==> src/rtl/sine_sequencer.sv <==
// Quarter-wave sine sequencer: phase accumulator, quadrant FSM and mirrored/negated ROM
// reads, paced by a clock divider, with a stop handshake that always parks at midscale.
module sine_sequencer #(
  parameter int ADDR_W  = 7,
  parameter int DATA_W  = 10,
  parameter int DIV_W   = 16,
  parameter int ROM_LAT = 1
) (
  input  logic              clk,
  input  logic              rst_n,
  input  logic              en,
  input  logic [DIV_W-1:0]  div,
  input  logic [ADDR_W-1:0] step,
  output logic [ADDR_W-1:0] rom_addr,
  input  logic [DATA_W-2:0] rom_data,
  output logic [DATA_W-1:0] sample,
  output logic              sample_valid,
  output logic [1:0]        quadrant,
  output logic              busy
);
  localparam logic [1:0] S_IDLE     = 2'd0;
  localparam logic [1:0] S_RUN      = 2'd1;
  localparam logic [1:0] S_STOPPING = 2'd2;
  localparam logic [1:0] S_DRAIN    = 2'd3;

  localparam logic [DATA_W-1:0] MID    = {1'b1, {(DATA_W-1){1'b0}}};
  localparam logic [DATA_W-1:0] MID_M1 = {1'b0, {(DATA_W-1){1'b1}}};

  function automatic logic [DATA_W-1:0] form_sample(input logic [DATA_W-2:0] mag,
                                                    input logic [1:0] q_in,
                                                    input logic mid);
    logic [DATA_W-1:0] m;
    m = {1'b0, mag};
    if (mid) return MID;
    else if (q_in[1]) return MID_M1 - m;
    else return MID + m;
  endfunction

  logic [1:0]        state;
  logic [DIV_W-1:0]  cnt, div_l;
  logic [ADDR_W-1:0] step_l, p;
  logic [1:0]        q;
  logic              wrapped;
  logic [ADDR_W:0]   s;
  logic              active, tick_raw, dc_stop, tick, final_pt, stop_last, issue, carry;
  logic              drain_done;

  logic              vld_p0, mid_p0, last_p0;
  logic [1:0]        q_p0;
  logic [ROM_LAT-1:0] vld_dly, mid_dly, last_dly;
  logic [1:0]        q_dly [ROM_LAT];
  logic              vld_p1, mid_p1, last_p1;
  logic [1:0]        q_p1;

  always_comb begin
    active    = (state == S_RUN) || (state == S_STOPPING);
    tick_raw  = active && (cnt == div_l);
    // Stopping a DC hold skips the remaining ticks and injects a forced midscale sample.
    dc_stop   = (state == S_RUN) && !en && (step_l == '0);
    tick      = tick_raw && !dc_stop;
    // wrapped covers steps that do not land exactly on p=0 after the 3->0 crossing.
    final_pt  = (q == 2'd0) && ((p == '0) || wrapped);
    stop_last = (state == S_STOPPING) && !en && tick && final_pt;
    issue     = tick || dc_stop;
    s         = {1'b0, p} + {1'b0, step_l};
    carry     = s[ADDR_W];
  end

  assign vld_p1     = vld_dly[ROM_LAT-1];
  assign mid_p1     = mid_dly[ROM_LAT-1];
  assign last_p1    = last_dly[ROM_LAT-1];
  assign q_p1       = q_dly[ROM_LAT-1];
  assign drain_done = vld_p1 && last_p1;

  always_ff @(posedge clk or negedge rst_n) begin
    if (!rst_n) begin
      state   <= S_IDLE;
      cnt     <= '0;
      div_l   <= '0;
      step_l  <= '0;
      p       <= '0;
      q       <= 2'd0;
      wrapped <= 1'b0;
      busy    <= 1'b0;
    end else begin
      if (active) cnt <= tick_raw ? '0 : cnt + DIV_W'(1);
      if (tick) begin
        p       <= s[ADDR_W-1:0];
        wrapped <= carry && (q == 2'd3);
        if (carry) q <= q + 2'd1;
        // Frequency parameters only change at a period boundary.
        if (carry && (q == 2'd3)) begin
          div_l  <= div;
          step_l <= step;
        end
      end
      case (state)
        S_IDLE: if (en) begin
          state   <= S_RUN;
          div_l   <= div;
          step_l  <= step;
          p       <= '0;
          q       <= 2'd0;
          cnt     <= '0;
          wrapped <= 1'b0;
          busy    <= 1'b1;
        end
        S_RUN:      if (!en) state <= dc_stop ? S_DRAIN : S_STOPPING;
        S_STOPPING: if (en) state <= S_RUN;
                    else if (stop_last) state <= S_DRAIN;
        default: if (drain_done) begin
          state <= S_IDLE;
          busy  <= 1'b0;
        end
      endcase
    end
  end

  // p0: ROM address issue; p1: ROM data returns; then sample formation.
  always_ff @(posedge clk or negedge rst_n) begin
    if (!rst_n) begin
      rom_addr     <= '0;
      vld_p0       <= 1'b0;
      vld_dly      <= '0;
      sample       <= MID;
      sample_valid <= 1'b0;
      quadrant     <= 2'd0;
    end else begin
      vld_p0 <= issue;
      if (tick) rom_addr <= q[0] ? ~p : p;
      vld_dly[0] <= vld_p0;
      for (int i = 1; i < ROM_LAT; i++) vld_dly[i] <= vld_dly[i-1];
      sample_valid <= vld_p1;
      if (vld_p1) begin
        sample   <= form_sample(rom_data, q_p1, mid_p1);
        quadrant <= q_p1;
      end
    end
  end

  always_ff @(posedge clk) begin
    q_p0        <= q;
    mid_p0      <= dc_stop;
    last_p0     <= stop_last || dc_stop;
    q_dly[0]    <= q_p0;
    mid_dly[0]  <= mid_p0;
    last_dly[0] <= last_p0;
    for (int i = 1; i < ROM_LAT; i++) begin
      q_dly[i]    <= q_dly[i-1];
      mid_dly[i]  <= mid_dly[i-1];
      last_dly[i] <= last_dly[i-1];
    end
  end
endmodule

==> config.mk <==
export PLATFORM = sky130hd
export DESIGN_NAME = sine_sequencer
export DESIGN_NICKNAME = d
export VERILOG_FILES = /design/src/rtl/sine_sequencer.sv
export SDC_FILE = /design/constraint.sdc
export NUM_CORES = 1
export LEC_CHECK = 0
export ABC_AREA = 1
export CORE_MARGIN = 8
export CORE_UTILIZATION = 45
export CTS_BUF_LIST = sky130_fd_sc_hd__clkbuf_16
export DETAILED_ROUTE_END_ITERATION = 16
export GPL_ROUTABILITY_DRIVEN = 0
export PLACE_DENSITY = 0.67
export SKIP_CTS_REPAIR_TIMING = 1
export SYNTH_ARGS = -nofsm -noshare
export SYNTH_HDL_FRONTEND = slang
export SYNTH_SLANG_ARGS = --single-unit
==> constraint.sdc <==
create_clock -name clk -period 3.13 [get_ports clk]
set_input_delay 0.939 -clock clk [delete_from_list [all_inputs] [get_ports clk]]
set_output_delay 0.939 -clock clk [all_outputs]
set_load 0.05 [all_outputs]
==> results.py <==
metrics = {
    "grt": {
        "antenna_found_initial": 0,
        "grt-ovfl-total": 0,
        "track_usage": 0.163,
        "grt_first_pass_wirelength_mm": 17.4,
        "grt_pass1_vias": 3803,
        "grt_max_degree": 75,
    },
    "power": {
        "power_density_mw_per_mm2": 791,
        "max-vdd-ir-drop_v": 0.000376,
        "leakagePower_nw": 2.68,
    },
    "worst_hold_path": {
        "hold_path_class": "register to register",
        "hp-start": "q_p0[0]",
        "min_delay_path_depth": 0,
    },
    "sta": {
        "timing.fmax_ghz": 0.383,
        "whs_ns": 0.327,
        "period_share": 0.835,
        "setup_tns_ns": 0,
        "finalMaxSlewViolations": 0,
        "fin_crit_ns": 2.61,
        "worst_slew_pin_slew_ns": 0.957,
        "rsz0062_at_grt": "no",
        "setup_violations": 0,
        "hold_viol_final": 0,
        "max-slew-margin-rel": 0.362,
        "fin_worst_skew_ns": 0.00621,
    },
    "routing": {
        "via_per_inst": 4.80,
        "routed_wl_mm": 9.87,
        "routedWlPerCell_um": 12.6,
        "num_vias": 3747,
        "ant_nets": 0,
        "drtIter0Drc": 195,
        "dr.pass1.iters": 4,
        "drc": 0,
    },
    "synthesis": {
        "synthCells": 586,
        "ys_warn_count": 0,
        "yosysSeqAreaShare": 0.455,
        "syn-num-nets": 636,
        "postSynthAreaPerCell_sq_um": 7.55,
        "yosysMostFrequentCell": "nand2_1",
        "netlist_top_cells_area": "dfrtp_1 (41%), nand2_1 (14%), nor2_1 (7.1%), inv_1 (5.6%), nand3_1 (4.6%)",
        "ys_ff_latch": 82,
        "synth_edf_count": 0,
        "postSynth.asyncResetShare": 0.902,
        "synth_commonest_cells": "nand2_1 (164), nor2_1 (84), dfrtp_1 (73)",
        "yosysTopAreaCell": "dfrtp_1",
        "synth.distinct_cells": 34,
        "synth_top_cell_area_share": 0.413,
        "yosys_most_used_dff": "dfrtp_1",
        "syn_area_sq_mm": 0.00443,
    },
    "critical_path": {
        "crit_start": "sample[9]",
        "crit_fanout": 2,
        "crit_cells": 1,
        "max_stage_delay_ns": 0.80,
        "ff2ff_setup_slack_ns": 0.81,
        "critPathBufInv": 1,
        "crit_slowest_cell": "clkdlybuf4s50_1",
        "crit_chain": "clkdlybuf4s50_1",
        "cp_data_arrival_time_ns": 1.67,
        "crit_required_ns": 2.19,
        "path_delay_family": "buffers and inverters",
        "reg2reg_to": "cnt[14]",
        "reg2reg_from": "state[0]",
        "start_kind": "register",
        "rr_worst_depth": 10,
        "critPathKind": "register to output port",
        "critPathCaptureType": "output port",
        "setup.worst_path.end": "sample[9]",
    },
    "clock_network": {
        "cts_tree": "built",
        "clk_latency_ns": 0.34,
        "clock-sinks": 82,
        "htree_levels": 3,
        "cts_max_path_buffers": 2,
        "path_clk_slew_ns": 0.06,
        "root_buffer": "clkbuf_16",
        "cts-buffers-inserted": 9,
    },
    "finish": {
        "diodes": 0,
        "nets": 693,
        "area_growth_pct": 22.0,
        "fin_util": 0.558,
        "drive_gt1_frac": 0.0787,
        "fillers": 913,
    },
    "die": {
        "start_util": 0.457,
        "num_rows": 36,
        "die_area_sq_mm": 0.0133,
        "ioPinCount": 56,
        "core_area_sq_mm": 0.00968,
        "die_h_um": 115,
        "die_x_um": 115,
    },
    "job": {
        "max-cap-violations": 0,
    },
    "placement": {
        "port_buffers": 55,
        "dp_hpwl_mm": 7.28,
    },
    "run_status": {
        "status": "completed",
    },
}
state kept, by name (all words and copies together) (netlist names):
name and flops:
wrapped 1, vld_p0 1, step_l 7, rom_addr 7, q 2, vld_dly 1
busy 1, sample 10, p 7, cnt 16, mid_p0 1, mid_dly 1
quadrant 2, state 2, div_l 16, last_p0 1, q_p0 2, q_dly 2
sample_valid 1, last_dly 1
cell usage in the layout (no fill, tap or decap), types with 2 or more instances in the layout:
cell / count
clkbuf_16: 9
nand4_1: 9
ha_1: 14
clkdlybuf4s50_1: 54
a31oi_1: 4
nor3_1: 12
a21oi_1: 14
dfxtp_1: 8
buf_4: 7
o21ai_0: 21
nand2_2: 13
nand2_1: 164
inv_2: 8
xnor2_1: 14
inv_6: 2
nor2_1: 84
o21ai_1: 7
nand3_1: 41
dfrtp_1: 73
mux2_2: 2
inv_1: 66
xor2_1: 5
worst min-delay path by stage:
stage | slack [ns] | endpoint
final | 0.33 | q_dly[0][0]
after global placement | 0.31 | mid_dly
after detailed placement | 0.31 | q_dly[0][1]
after global routing | 0.34 | q_dly[0][0]
after CTS | 0.33 | q_dly[0][1]
after floorplan | 0.31 | last_dly
metrics by stage:
stage | cells | instance area (sq um) | worst slack [ns] | power (mW)
after CTS | 781 | 5400 | 0.508 | 4.31
final | 781 | 5400 | 0.516 | 4.27
after global routing | 781 | 5400 | 0.491 | 4.61
after detailed placement | 765 | 5100 | 0.323 | 3.22
after global placement | 765 | 5100 | 0.417 | 3.18
after floorplan | 586 | 4430 | 1.13 | 2.74
cells by family after synthesis:
| logic type | after synthesis | share of synthesized area |
|---|---|---|
| xor+xnor | 19 | 0.0376 |
| buf+inv | 89 | 0.0823 |
| compound gates | 47 | 0.0551 |
| flops | 82 | 0.455 |
| fa+ha+maj | 15 | 0.0441 |
| mux | 2 | 0.00509 |
| simple gates | 332 | 0.321 |
layer usage:
metal	wire [um]	track usage	vias to the layer above
met1	4750	0.203	1728
met2	4600	0.271	55
met4	147	0.0648	0
met5	0	0	-
met3	373	0.0320	13
li1	-	-	1951
cell type report:
cell class,instances,area (sq um),share of cell area
clock inverters,7,76.3,0.0141
clock buffers,9,225,0.0417
well taps,133,166,0.0308
flip-flops and latches,82,2010,0.373
multi-input cells,415,2050,0.379
repair buffers,61,593,0.110
inverters,74,278,0.0514
report_power, final:
part | leakage, nW | switching (mW) | internal, mW
Sequential | 1.03 | 0.209 | 1.31
Clock | 0.150 | 0.442 | 0.626
Combinational | 1.49 | 1.08 | 0.612
Total | 2.68 | 1.73 | 2.55
No activity file was read; power rests on OpenSTA's default activity.
